`src/rtl/adc_pkg.sv`:
```
// Shared definitions for the serial ADC core and its scan scheduler.
// Holds the conversion width, channel count, default SCLK divider and the
// scheduler state encoding.
package adc_pkg;

    localparam int unsigned ADC_BITS  = 12;
    localparam int unsigned ADC_CHANS = 8;
    localparam int unsigned ADC_CH_W  = 3;

    localparam logic [7:0] DIV_PARAM_DEF = 8'd13;

    typedef enum logic [2:0] {
        S_IDLE  = 3'd0,
        S_REQ   = 3'd1,
        S_WAIT  = 3'd2,
        S_STORE = 3'd3,
        S_NEXT  = 3'd4,
        S_GAP   = 3'd5
    } scan_state_t;

endpackage

```
`src/rtl/mask_next_ch.sv`:
```
// Combinational channel picker for the scan scheduler.
// Ports:
//   mask    - channel enable mask (bit i = channel i)
//   cur     - current channel index
//   next_ch - next set bit above cur, or the lowest set bit when none remain
//   wrap    - no set bit exists above cur
//   lowest  - lowest set bit of mask (0 when mask is empty)
module mask_next_ch
    import adc_pkg::*;
(
    input  logic [ADC_CHANS-1:0] mask,
    input  logic [2:0]           cur,
    output logic [2:0]           next_ch,
    output logic                 wrap,
    output logic [2:0]           lowest
);

    logic [2:0] idx;
    logic [2:0] above;
    logic       found;

    // Walk from the top bit down so the last hit is the lowest match.
    always_comb begin
        idx    = '0;
        lowest = '0;
        above  = '0;
        found  = 1'b0;
        for (int unsigned i = 0; i < ADC_CHANS; i++) begin
            idx = 3'(ADC_CHANS - 1 - i);
            if (mask[idx]) begin
                lowest = idx;
                if (idx > cur) begin
                    above = idx;
                    found = 1'b1;
                end
            end
        end
    end

    assign wrap    = ~found;
    assign next_ch = found ? above : lowest;

endmodule

```
`src/rtl/adc_scan_scheduler.sv`:
```
// Scan scheduler for the 8-channel serial ADC core.
// Walks the enabled channels one conversion at a time, optionally averaging
// 2^AVG_LOG2 conversions per channel, and keeps the latest result of each
// channel in a register bank. Supports single and continuous scans with an
// idle gap between passes.
// Ports:
//   clk_50mhz, rst           - clock, synchronous active-high reset
//   scan_start, scan_stop    - start / stop-after-current-conversion pulses
//   continuous, chan_mask,
//   gap_cycles               - scan configuration
//   adc_en, adc_channel,
//   adc_div                  - drive the ADC core's en / channel / div_param
//   adc_done, adc_data       - conversion result from the ADC core
//   rd_addr, rd_data         - combinational result-bank read
//   sample_valid, sample_chan- pulse and channel for each bank write
//   scan_done                - pulse at the end of each full pass
//   busy                     - scheduler not idle
//   timeout_err              - sticky conversion timeout flag
module adc_scan_scheduler #(
    parameter logic [7:0]  DIV_PARAM = adc_pkg::DIV_PARAM_DEF,
    parameter int unsigned AVG_LOG2  = 2,
    parameter logic [15:0] TIMEOUT   = 16'd2000
) (
    input  logic        clk_50mhz,
    input  logic        rst,
    input  logic        scan_start,
    input  logic        scan_stop,
    input  logic        continuous,
    input  logic [7:0]  chan_mask,
    input  logic [15:0] gap_cycles,
    output logic        adc_en,
    output logic [2:0]  adc_channel,
    output logic [7:0]  adc_div,
    input  logic        adc_done,
    input  logic [11:0] adc_data,
    input  logic [2:0]  rd_addr,
    output logic [11:0] rd_data,
    output logic        sample_valid,
    output logic [2:0]  sample_chan,
    output logic        scan_done,
    output logic        busy,
    output logic        timeout_err
);

    import adc_pkg::*;

    localparam int unsigned ACC_W = ADC_BITS + AVG_LOG2;
    localparam int unsigned CNT_W = (AVG_LOG2 > 0) ? AVG_LOG2 : 1;
    localparam logic [CNT_W-1:0] AVG_LAST = CNT_W'((1 << AVG_LOG2) - 1);

    scan_state_t          state;
    logic [7:0]           mask_q;
    logic [2:0]           cur_ch;
    logic [ACC_W-1:0]     acc;
    logic [CNT_W-1:0]     avg_cnt;
    logic [15:0]          tmo_cnt;
    logic [15:0]          gap_cnt;
    logic                 stop_pend;
    logic                 timeout_q;
    logic [ADC_BITS-1:0]  result [ADC_CHANS];

    logic [7:0]           mask_sel;
    logic [2:0]           nxt_ch;
    logic                 nxt_wrap;
    logic [2:0]           low_ch;
    logic                 avg_last;
    logic                 stop_now;
    logic [ADC_BITS-1:0]  avg_value;

    // One picker serves all three users: NEXT walks the latched mask, while
    // IDLE and the end of GAP need the lowest bit of the live mask.
    assign mask_sel = (state == S_NEXT) ? mask_q : chan_mask;

    mask_next_ch u_pick (
        .mask    (mask_sel),
        .cur     (cur_ch),
        .next_ch (nxt_ch),
        .wrap    (nxt_wrap),
        .lowest  (low_ch)
    );

    assign avg_last  = (avg_cnt == AVG_LAST);
    assign stop_now  = stop_pend | scan_stop;
    assign avg_value = acc[ACC_W-1 -: ADC_BITS];

    always_ff @(posedge clk_50mhz) begin
        if (rst) begin
            state     <= S_IDLE;
            mask_q    <= '0;
            cur_ch    <= '0;
            acc       <= '0;
            avg_cnt   <= '0;
            tmo_cnt   <= '0;
            gap_cnt   <= '0;
            stop_pend <= 1'b0;
            timeout_q <= 1'b0;
            for (int unsigned i = 0; i < ADC_CHANS; i++) begin
                result[i] <= '0;
            end
        end else begin
            if (state != S_IDLE && scan_stop) begin
                stop_pend <= 1'b1;
            end
            case (state)
                S_IDLE: begin
                    stop_pend <= 1'b0;
                    if (scan_start && (chan_mask != '0)) begin
                        mask_q    <= chan_mask;
                        cur_ch    <= low_ch;
                        acc       <= '0;
                        avg_cnt   <= '0;
                        timeout_q <= 1'b0;
                        state     <= S_REQ;
                    end
                end
                S_REQ: begin
                    // Reload one short so the flag lands TIMEOUT+1 edges after adc_en rises.
                    tmo_cnt <= TIMEOUT - 16'd1;
                    state   <= S_WAIT;
                end
                S_WAIT: begin
                    if (adc_done) begin
                        acc   <= acc + ACC_W'(adc_data);
                        state <= S_STORE;
                    end else if (tmo_cnt == '0) begin
                        // A lost conversion counts as zero toward the average.
                        timeout_q <= 1'b1;
                        state     <= S_STORE;
                    end else begin
                        tmo_cnt <= tmo_cnt - 16'd1;
                    end
                end
                S_STORE: begin
                    if (avg_last) begin
                        result[cur_ch] <= avg_value;
                        acc            <= '0;
                        avg_cnt        <= '0;
                        state          <= stop_now ? S_IDLE : S_NEXT;
                    end else if (stop_now) begin
                        acc     <= '0;
                        avg_cnt <= '0;
                        state   <= S_IDLE;
                    end else begin
                        avg_cnt <= avg_cnt + CNT_W'(1);
                        state   <= S_REQ;
                    end
                end
                S_NEXT: begin
                    cur_ch <= nxt_ch;
                    if (!nxt_wrap) begin
                        state <= stop_now ? S_IDLE : S_REQ;
                    end else if (continuous && !stop_now) begin
                        if (gap_cycles == '0) begin
                            state <= S_REQ;
                        end else begin
                            gap_cnt <= gap_cycles - 16'd1;
                            state   <= S_GAP;
                        end
                    end else begin
                        state <= S_IDLE;
                    end
                end
                S_GAP: begin
                    if (stop_now) begin
                        state <= S_IDLE;
                    end else if (gap_cnt == '0) begin
                        mask_q <= chan_mask;
                        cur_ch <= low_ch;
                        state  <= (chan_mask != '0) ? S_REQ : S_IDLE;
                    end else begin
                        gap_cnt <= gap_cnt - 16'd1;
                    end
                end
                default: state <= S_IDLE;
            endcase
        end
    end

    assign adc_en       = (state == S_REQ);
    assign adc_channel  = cur_ch;
    assign adc_div      = DIV_PARAM;
    assign sample_valid = (state == S_STORE) && avg_last;
    assign sample_chan  = cur_ch;
    assign scan_done    = (state == S_NEXT) && nxt_wrap;
    assign busy         = (state != S_IDLE);
    assign timeout_err  = timeout_q;
    assign rd_data      = result[rd_addr];

endmodule

```
`config.mk`:
```
export PLATFORM = sky130hd
export DESIGN_NAME = adc_scan_scheduler
export DESIGN_NICKNAME = d
export VERILOG_FILES = /design/src/rtl/adc_pkg.sv /design/src/rtl/mask_next_ch.sv /design/src/rtl/adc_scan_scheduler.sv
export SDC_FILE = /design/constraint.sdc
export NUM_CORES = 1
export LEC_CHECK = 0
export CORE_MARGIN = 8
export CORE_UTILIZATION = 45
export DETAILED_ROUTE_END_ITERATION = 16
export MAX_ROUTING_LAYER = met4
export SYNTH_ARGS = -nofsm -noshare
export SYNTH_HDL_FRONTEND = slang
export SYNTH_SLANG_ARGS = --single-unit
```
`constraint.sdc`:
```
create_clock -name clk_50mhz -period 4.6 [get_ports clk_50mhz]
set_input_delay 0.92 -clock clk_50mhz [delete_from_list [all_inputs] [get_ports clk_50mhz]]
set_output_delay 0.92 -clock clk_50mhz [all_outputs]
set_load 0.01 [all_outputs]
```
# Word level (Yosys, flattened, before mapping)
# Memory sizes are Yosys's and may differ from the RTL's.
# Index checks and enable logic that the tools add are counted.
[word_totals]
ff_bits = 64
mem_bits_rw = 96
in_bits = 45
out_inout_bits = 31
elab_cells = 168
mem_count = 1
[memory_table]
columns = ["memory", "words", "width", "read_ports", "rd_clocked_by_memory_dff", "write_ports", "line", "text"]
rows = [
  ["result", 8, 12, 1, 0, 8, "adc_scan_scheduler.sv:60", "logic [ADC_BITS-1:0] result [ADC_CHANS];"],
]
[op_classes]
n_addsub = 5
order_cmp = 8
eq_ne = 20
muxes = 94
bitwise = 2
n_reduce_logical = 29
[op_table]
columns = ["operator", "n"]
rows = [
  ["2-to-1 mux 3 bit", 39],
  ["2-to-1 mux 16 bit", 7],
  ["one-hot mux 16 bit (2 select lines)", 2],
  ["2-to-1 mux 14 bit", 4],
  ["zero test 16 bit", 3],
  ["subtractor 16 x 1 -> 16 bit (second input constant)", 3],
  ["one-hot mux 14 bit (3 select lines)", 1],
  ["2-to-1 mux 8 bit", 4],
  ["2-to-1 mux 1 bit", 28],
  ["!= test 2 bit (second input constant)", 10],
  ["one-hot mux 3 bit (6 select lines)", 1],
  ["one-hot mux 8 bit (2 select lines)", 1],
  ["AND reduction 4 bit", 4],
  ["adder 14 x 12 -> 14 bit", 1],
  ["> comparator 3 bit (first input constant)", 4],
  ["2-to-1 mux 12 bit", 1],
  ["OR reduction 12 bit", 1],
  ["nonzero test 2 bit", 5],
  ["!= test 3 bit (second input constant)", 3],
  ["one-hot mux 3 bit (3 select lines)", 1],
  ["nonzero test 3 bit", 3],
  ["nonzero test 8 bit", 1],
  ["== test 3 x 2 -> 1 bit (second input constant)", 2],
  ["== test 3 bit (second input constant)", 2],
  ["other kinds (18)", 27],
]

# Logic depth before layout (Yosys ltp)
[depth]
depth_word = 19
mapped_depth = 13
depth_no_buf = 9

# Hierarchy
# A second synthesis with hierarchy kept.
[unflattened]
cells_unflattened = 853
hier_area_um2 = 9021.2
[modules_own_cells]
columns = ["module", "instances", "cells_each", "area_each_um2", "seq_area_each_um2"]
rows = [
  ["adc_scan_scheduler", 1, 812, 8768.4, 4164.0],
  ["mask_next_ch", 1, 41, 252.7, 0.0],
]

# Least setup slack after synthesis
# No wires, ideal clock.
[synth_path]
path_kind = "input port to output port"
startpoint = "input port rd_addr[0]"
endpoint = "output port rd_data[0]"
arrival_ns = 2.611
required_ns = 3.680
path_slack_ns = 1.069
stages = 4
n_path_buf = 2
cell_sequence = "clkbuf_1 -> buf_1 -> mux4_2 -> mux2_2"
[synth_between]
elab_chain_len = 1
[synth_lines]
columns = ["element", "line", "text"]
rows = [
  ["start: declaration", "adc_scan_scheduler.sv:36", "input logic [2:0] rd_addr,"],
  ["memory read (8 x 12 bit)", "--", ""],
  ["end: declaration", "adc_scan_scheduler.sv:37", "output logic [11:0] rd_data,"],
]
# No other way between the ends.

# Worst setup path after layout
[layout_path]
startpoint = "register state[1]"
endpoint = "output port scan_done"
[layout_between]
elab_chain_len = 19
[layout_lines]
columns = ["element", "line", "text"]
rows = [
  ["start: declaration", "adc_scan_scheduler.sv:51", "scan_state_t state;"],
  ["start signal: assignment", "adc_scan_scheduler.sv:138", "state <= stop_now ? S_IDLE : S_NEXT;"],
  ["start signal: assignment", "adc_scan_scheduler.sv:151", "state <= stop_now ? S_IDLE : S_REQ;"],
  ["start signal: assignment", "adc_scan_scheduler.sv:169", "state <= (chan_mask != '0) ? S_REQ : S_IDLE;"],
  ["== test 3 bit *", "adc_scan_scheduler.sv:72, adc_scan_scheduler.sv:184", ""],
  ["2-to-1 mux 8 bit", "adc_scan_scheduler.sv:72", "assign mask_sel = (state == S_NEXT) ? mask_q : chan_mask;"],
  ["2-to-1 mux 1 bit", "mask_next_ch.sv:30", "if (mask[idx]) begin"],
  ["2-to-1 mux 1 bit", "mask_next_ch.sv:32", "if (idx > cur) begin"],
  ["2-to-1 mux 1 bit", "mask_next_ch.sv:30", ""],
  ["2-to-1 mux 1 bit", "mask_next_ch.sv:32", ""],
  ["2-to-1 mux 1 bit", "mask_next_ch.sv:30", ""],
  ["2-to-1 mux 1 bit", "mask_next_ch.sv:32", ""],
  ["(+3 left out)", "--", ""],
  ["2-to-1 mux 1 bit", "mask_next_ch.sv:32", ""],
  ["2-to-1 mux 1 bit", "mask_next_ch.sv:30", ""],
  ["2-to-1 mux 1 bit", "mask_next_ch.sv:32", ""],
  ["2-to-1 mux 1 bit", "mask_next_ch.sv:30", ""],
  ["2-to-1 mux 1 bit", "mask_next_ch.sv:32", ""],
  ["2-to-1 mux 1 bit", "mask_next_ch.sv:30", ""],
  ["NOT 1 bit", "mask_next_ch.sv:40", "assign wrap = ~found;"],
  ["logical AND 1 bit *", "adc_scan_scheduler.sv:184", "assign scan_done = (state == S_NEXT) && nxt_wrap;"],
  ["end: declaration", "adc_scan_scheduler.sv:40", "output logic scan_done,"],
]
# Every way passes the cells marked *; elsewhere a longest branch is shown, timed or not.

==> impl_table.tex <==
\begin{tabular}{lr}
\hline
Metric & Value \\
\hline
\multicolumn{2}{l}{\textbf{Drt}} \\
\quad Number of vias per cell after detailed routing & about 5.6 \\
\quad Average detailed-routed wire length per instance & roughly 18 um \\
\quad Routed Antenna Nets & 0 \\
\quad Starting DRT DRC Count & between 500 and 600 \\
\quad Total routed wirelength & about 22000 um \\
\quad Vias & approximately 6800 \\
\quad Drt drc & 0 \\
\quad First drt pass iteration count & 5 \\
\multicolumn{2}{l}{\textbf{Logic synthesis}} \\
\quad Post-synth cell types & 70 \\
\quad Sequential-to-total area share from yosys stat & a little under half \\
\quad Share of the synthesized area in the top cell type & roughly a third \\
\quad Leading cell type by number of instances after synthesis & sky130\_fd\_sc\_hd\_\_and2\_1 \\
\quad Async set-reset flop share out of synthesis & 0\% \\
\quad Post-Synthesis Cells & between 800 and 900 \\
\quad Flip-flop and latch count after synthesis & 160 \\
\quad Leading post-synthesis cells by cell area & sky130\_fd\_sc\_hd\_\_edfxtp\_1, sky130\_fd\_sc\_hd\_\_dfxtp\_1, sky130\_fd\_sc\_hd\_\_and2\_1 \\
\quad Average footprint of a synthesized cell & roughly 10 um2 \\
\quad Most used standard cells in the synthesized netlist & sky130\_fd\_sc\_hd\_\_and2\_1, sky130\_fd\_sc\_hd\_\_edfxtp\_1, sky130\_fd\_sc\_hd\_\_dfxtp\_1 \\
\quad Yosys warning total & 0 \\
\quad Most used flip-flop cell after synthesis & sky130\_fd\_sc\_hd\_\_edfxtp\_1 \\
\quad Post-synthesis instance area & between 0.008 and 0.009 mm2 \\
\quad Number of enable-type register cells in the synthesized netlist & between 90 and 100 \\
\quad Dominant cell type by area after synthesis & sky130\_fd\_sc\_hd\_\_edfxtp\_1 \\
\multicolumn{2}{l}{\textbf{Clock tree}} \\
\quad Post-CTS setup buffers & 0 \\
\quad Clock latency at the later pin of the worst-skew pair & 0.44 ns \\
\quad CTS tree & done \\
\quad Total of hold buffers inserted after clock tree synthesis & 0 \\
\quad TritonCTS sink count & 160 \\
\quad Cts bufs inserted & 17 \\
\quad Level count of the clock H-tree & 4 \\
\quad Root buffer cell & sky130\_fd\_sc\_hd\_\_clkbuf\_16 \\
\quad Clock Tree Buf Depth & 2 \\
\quad Clock-pin slew on the worst setup and hold paths & around 0.070 ns \\
\quad \# resized after CTS & 0 \\
\multicolumn{2}{l}{\textbf{Hold path}} \\
\quad Worst Hold Depth & 2 \\
\quad Min-Delay Endpoint & acc[0]\$\_SDFFE\_PP0P\_ \\
\quad Hold/Removal Path Class & flip-flop to flip-flop \\
\quad Startpoint of the lowest-slack hold path & acc[0]\$\_SDFFE\_PP0P\_ \\
\multicolumn{2}{l}{\textbf{Floorplan}} \\
\quad Top-level port count & 76 \\
\quad Standard-cell rows & 51 \\
\quad Chip height & between 150 and 200 um \\
\quad Initial standard-cell utilization of the core & a little under half \\
\quad Die ar. & 0.0246 mm2 \\
\quad Die outline width & 157 um \\
\quad Area of the placeable core & a little under 0.02 mm2 \\
\multicolumn{2}{l}{\textbf{Critical path}} \\
\quad Endpoint type of the worst setup path & output port \\
\quad Worst path slowest cell & sky130\_fd\_sc\_hd\_\_dfxtp\_1 \\
\quad CP Data Required Time & roughly 3.7 ns \\
\quad Critical Path Start Type & flip-flop \\
\quad Critical Path Most Common Cell & sky130\_fd\_sc\_hd\_\_nor2\_1 \\
\quad Max FO, Critical Path & 15 \\
\quad Slowest cell delay on critical path & between 0.6 and 0.7 ns \\
\quad Start of the worst register-to-register path & state[1]\$\_SDFFE\_PP0P\_ \\
\quad Cells traversed along the worst timing path & or3b\_1, mux2\_2, nor3\_1, nor2\_1, nand2\_1, nor2\_1, clkdlybuf4s50\_1 \\
\quad CP arrival & 3.18 ns \\
\quad Depth of the most critical reg-to-reg path & 8 \\
\quad Critical setup path kind & flip-flop to output port \\
\quad Setup slack, reg-to-reg & around 1.3 ns \\
\quad Terminus of the critical flop-to-flop path & gap\_cnt[6]\$\_SDFFE\_PP0P\_ \\
\multicolumn{2}{l}{\textbf{Timing}} \\
\quad Total setup violations reported at the end of the flow & 0 \\
\quad Count of final max-slew check failures & 0 \\
\quad Unrepaired setup endpoints after global routing & false \\
\quad Setup TNS & 0 ns \\
\quad Setup Skew & 0.0118 ns \\
\quad Count of final hold-check violations & 0 \\
\quad Peak clock frequency supported by timing & about 240 MHz \\
\quad Period Utilization, post-route & 89.1\% \\
\quad Worst-case headroom to the max-slew limit & 37.7\% \\
\quad Worst-margin pin slew & a little over 0.9 ns \\
\quad Minimum clock period & between 4 and 5 ns \\
\multicolumn{2}{l}{\textbf{Cells and area}} \\
\quad Final standard cell area without fillers & between 0.01 and 0.015 mm2 \\
\quad Multi-input logic area & between 0.004 and 0.005 mm2 \\
\quad Share of the core filled with cells in the final layout & 53.7\% \\
\quad Number of nets in the layout & between 900 and 1000 \\
\quad Seq. cell area & about 0.0042 mm2 \\
\quad Ratio of cells with drive above 1 in the final layout & about an eighth \\
\quad Total inserted antenna cells & 0 \\
\quad Area growth from synthesis to layout & 16.9\% \\
\quad Number of fillers in the final layout & around 1800 \\
\multicolumn{2}{l}{\textbf{Global routing}} \\
\quad Via count of the first global-routing pass & 6817 \\
\quad Number of antenna violations at the first check in global routing & 0 \\
\quad Congestion Overflow GR & 0 \\
\quad GRT Util Overall & 19.2\% \\
\quad Wire length of the first global-routing pass & around 36000 um \\
\quad Largest net degree at the start of global routing & 38 \\
\multicolumn{2}{l}{\textbf{Place}} \\
\quad Routability cong. & between 0.8 and 0.9 \\
\quad Number of buffer cells added on primary ports & 67 \\
\quad Post-placement cell area & approximately 0.0099 mm2 \\
\quad Estimated wirelength of the detail-placed design & 15000 um \\
\multicolumn{2}{l}{\textbf{Power and ir drop}} \\
\quad Pleak & 3.84 nW \\
\quad Power density relative to cell area & between 300 and 400 mW/mm2 \\
\quad Highest ir drop seen on vdd & around 280 uV \\
\multicolumn{2}{l}{\textbf{Flow run}} \\
\quad Number of maximum-capacitance constraint violations & 0 \\
\multicolumn{2}{l}{\textbf{Status}} \\
\quad Outcome & completed \\
\hline
\end{tabular}
==> sequential cells by signal, summed over array words and instances (netlist names) <==
signal,flops
result,96
gap_cnt,16
tmo_cnt,16
acc,14
mask_q,8
adc_channel,3
state,3
avg_cnt,2
stop_pend,1
timeout_err,1
==> critical path, delay by kind of cell, from the launching register on <==
kind | cells | cell delay (ns)
AND/OR/NAND/NOR | 5 | 1.20
flip-flops | 1 | 0.61
multiplexers | 1 | 0.43
buffers and inverters | 1 | 0.51
==> metrics by stage <==
step	power (W)	hold WS (ns)	std cells	worst slack (ns)
2_1_floorplan	0.00210	0.436	889	1.07
3_5_place_dp	0.00231	0.452	1183	0.776
3_3_place_gp	0.00231	0.445	1183	0.792
4_1_cts	0.00374	0.461	1215	0.483
6_report	0.00371	0.459	1215	0.502
5_1_grt	0.00388	0.487	1215	0.278
==> layer usage <==
metal	part of all wire, %	routed length, um	GRT usage, %	vias to the layer above
met5	0	0	-	-
met4	1.1	250	4.71	0
met3	3.3	736	3.65	19
met2	49	10900	31.4	124
met1	46	10300	24.2	3328
li1	-	-	-	3376
==> worst max-delay path by stage <==
stage | slack [ns] | to | from | cells after the start
after CTS | 0.48 | scan_done | state[1]$_SDFFE_PP0P_ | 7
after global routing | 0.28 | scan_done | state[1]$_SDFFE_PP0P_ | 7
after floorplan | 1.07 | rd_data[0] | rd_addr[0] | 4
final | 0.50 | scan_done | state[1]$_SDFFE_PP0P_ | 7
after detailed placement | 0.78 | scan_done | chan_mask[7] | 7
after global placement | 0.79 | scan_done | chan_mask[7] | 7
==> cells by family (layout without fill, tap and decap cells) <==
group                      Yosys count  count (layout)  synth area share [%]
xor gates and xnor gates            19              19                  1.86
adders and majority gates           16              16                  2.32
buffers and inverters               74             135                  3.60
and+or+nand+nor                    371             371                  22.3
DFF                                160             160                  46.6
other                                2               8                0.0840
muxes                               62              62                  10.5
AOI/OAI and AO/OA                  179             179                  12.8
==> layout by cell type (no fill, tap or decap), types with 3 or more instances in the layout <==
cell type,Yosys,layout
sky130_fd_sc_hd__mux2_2,13,13
sky130_fd_sc_hd__nand3b_1,5,5
sky130_fd_sc_hd__or4_1,6,6
sky130_fd_sc_hd__and2_1,99,99
sky130_fd_sc_hd__xor2_1,6,6
sky130_fd_sc_hd__nor2b_1,5,5
sky130_fd_sc_hd__or2_2,10,10
sky130_fd_sc_hd__nor4_1,15,15
sky130_fd_sc_hd__a211oi_1,13,13
sky130_fd_sc_hd__o22ai_1,5,5
sky130_fd_sc_hd__o2111ai_1,7,7
sky130_fd_sc_hd__o211ai_1,7,7
sky130_fd_sc_hd__nand3_1,26,26
sky130_fd_sc_hd__conb_1,2,8
sky130_fd_sc_hd__ha_1,15,15
sky130_fd_sc_hd__nand2b_1,10,10
sky130_fd_sc_hd__clkbuf_16,0,17
sky130_fd_sc_hd__o31ai_1,4,4
sky130_fd_sc_hd__o21a_1,3,3
sky130_fd_sc_hd__inv_8,0,7
sky130_fd_sc_hd__a31oi_1,12,12
sky130_fd_sc_hd__a311oi_1,5,5
sky130_fd_sc_hd__nor2_1,63,63
sky130_fd_sc_hd__mux4_2,24,24
sky130_fd_sc_hd__mux2i_1,24,24
sky130_fd_sc_hd__a21o_1,5,5
sky130_fd_sc_hd__a21oi_1,54,54
sky130_fd_sc_hd__buf_4,11,22
sky130_fd_sc_hd__o21ai_0,38,38
sky130_fd_sc_hd__or3_1,10,10
sky130_fd_sc_hd__clkdlybuf4s50_1,0,65
sky130_fd_sc_hd__nand2_1,61,61
sky130_fd_sc_hd__nor3_1,40,40
sky130_fd_sc_hd__inv_1,14,14
sky130_fd_sc_hd__clkinv_8,0,3
sky130_fd_sc_hd__nor3b_1,5,5
sky130_fd_sc_hd__xnor2_1,13,13
sky130_fd_sc_hd__dfxtp_1,64,64
sky130_fd_sc_hd__edfxtp_1,96,96
==> power breakdown <==
group / leakage [nW] / internal, W / switching [W]
Clock: 0.293 / 0.000740 / 0.000696
Combinational: 2.04 / 0.000277 / 0.000327
Sequential: 1.51 / 0.00159 / 0.0000843
==> area by class of cell <==
| type | instances | share of cell area, % |
|---|---|---|
| Sequential cell | 160 | 39.8 |
| Clock inverter | 15 | 1.70 |
| Timing Repair Buffer | 89 | 7.90 |
| Clock buffer | 17 | 4.07 |
| Tap cell | 265 | 3.17 |
| Inverter | 14 | 0.503 |
| Multi-Input combinational cell | 655 | 42.8 |
Note: power is estimated with default switching activity, not from simulation.
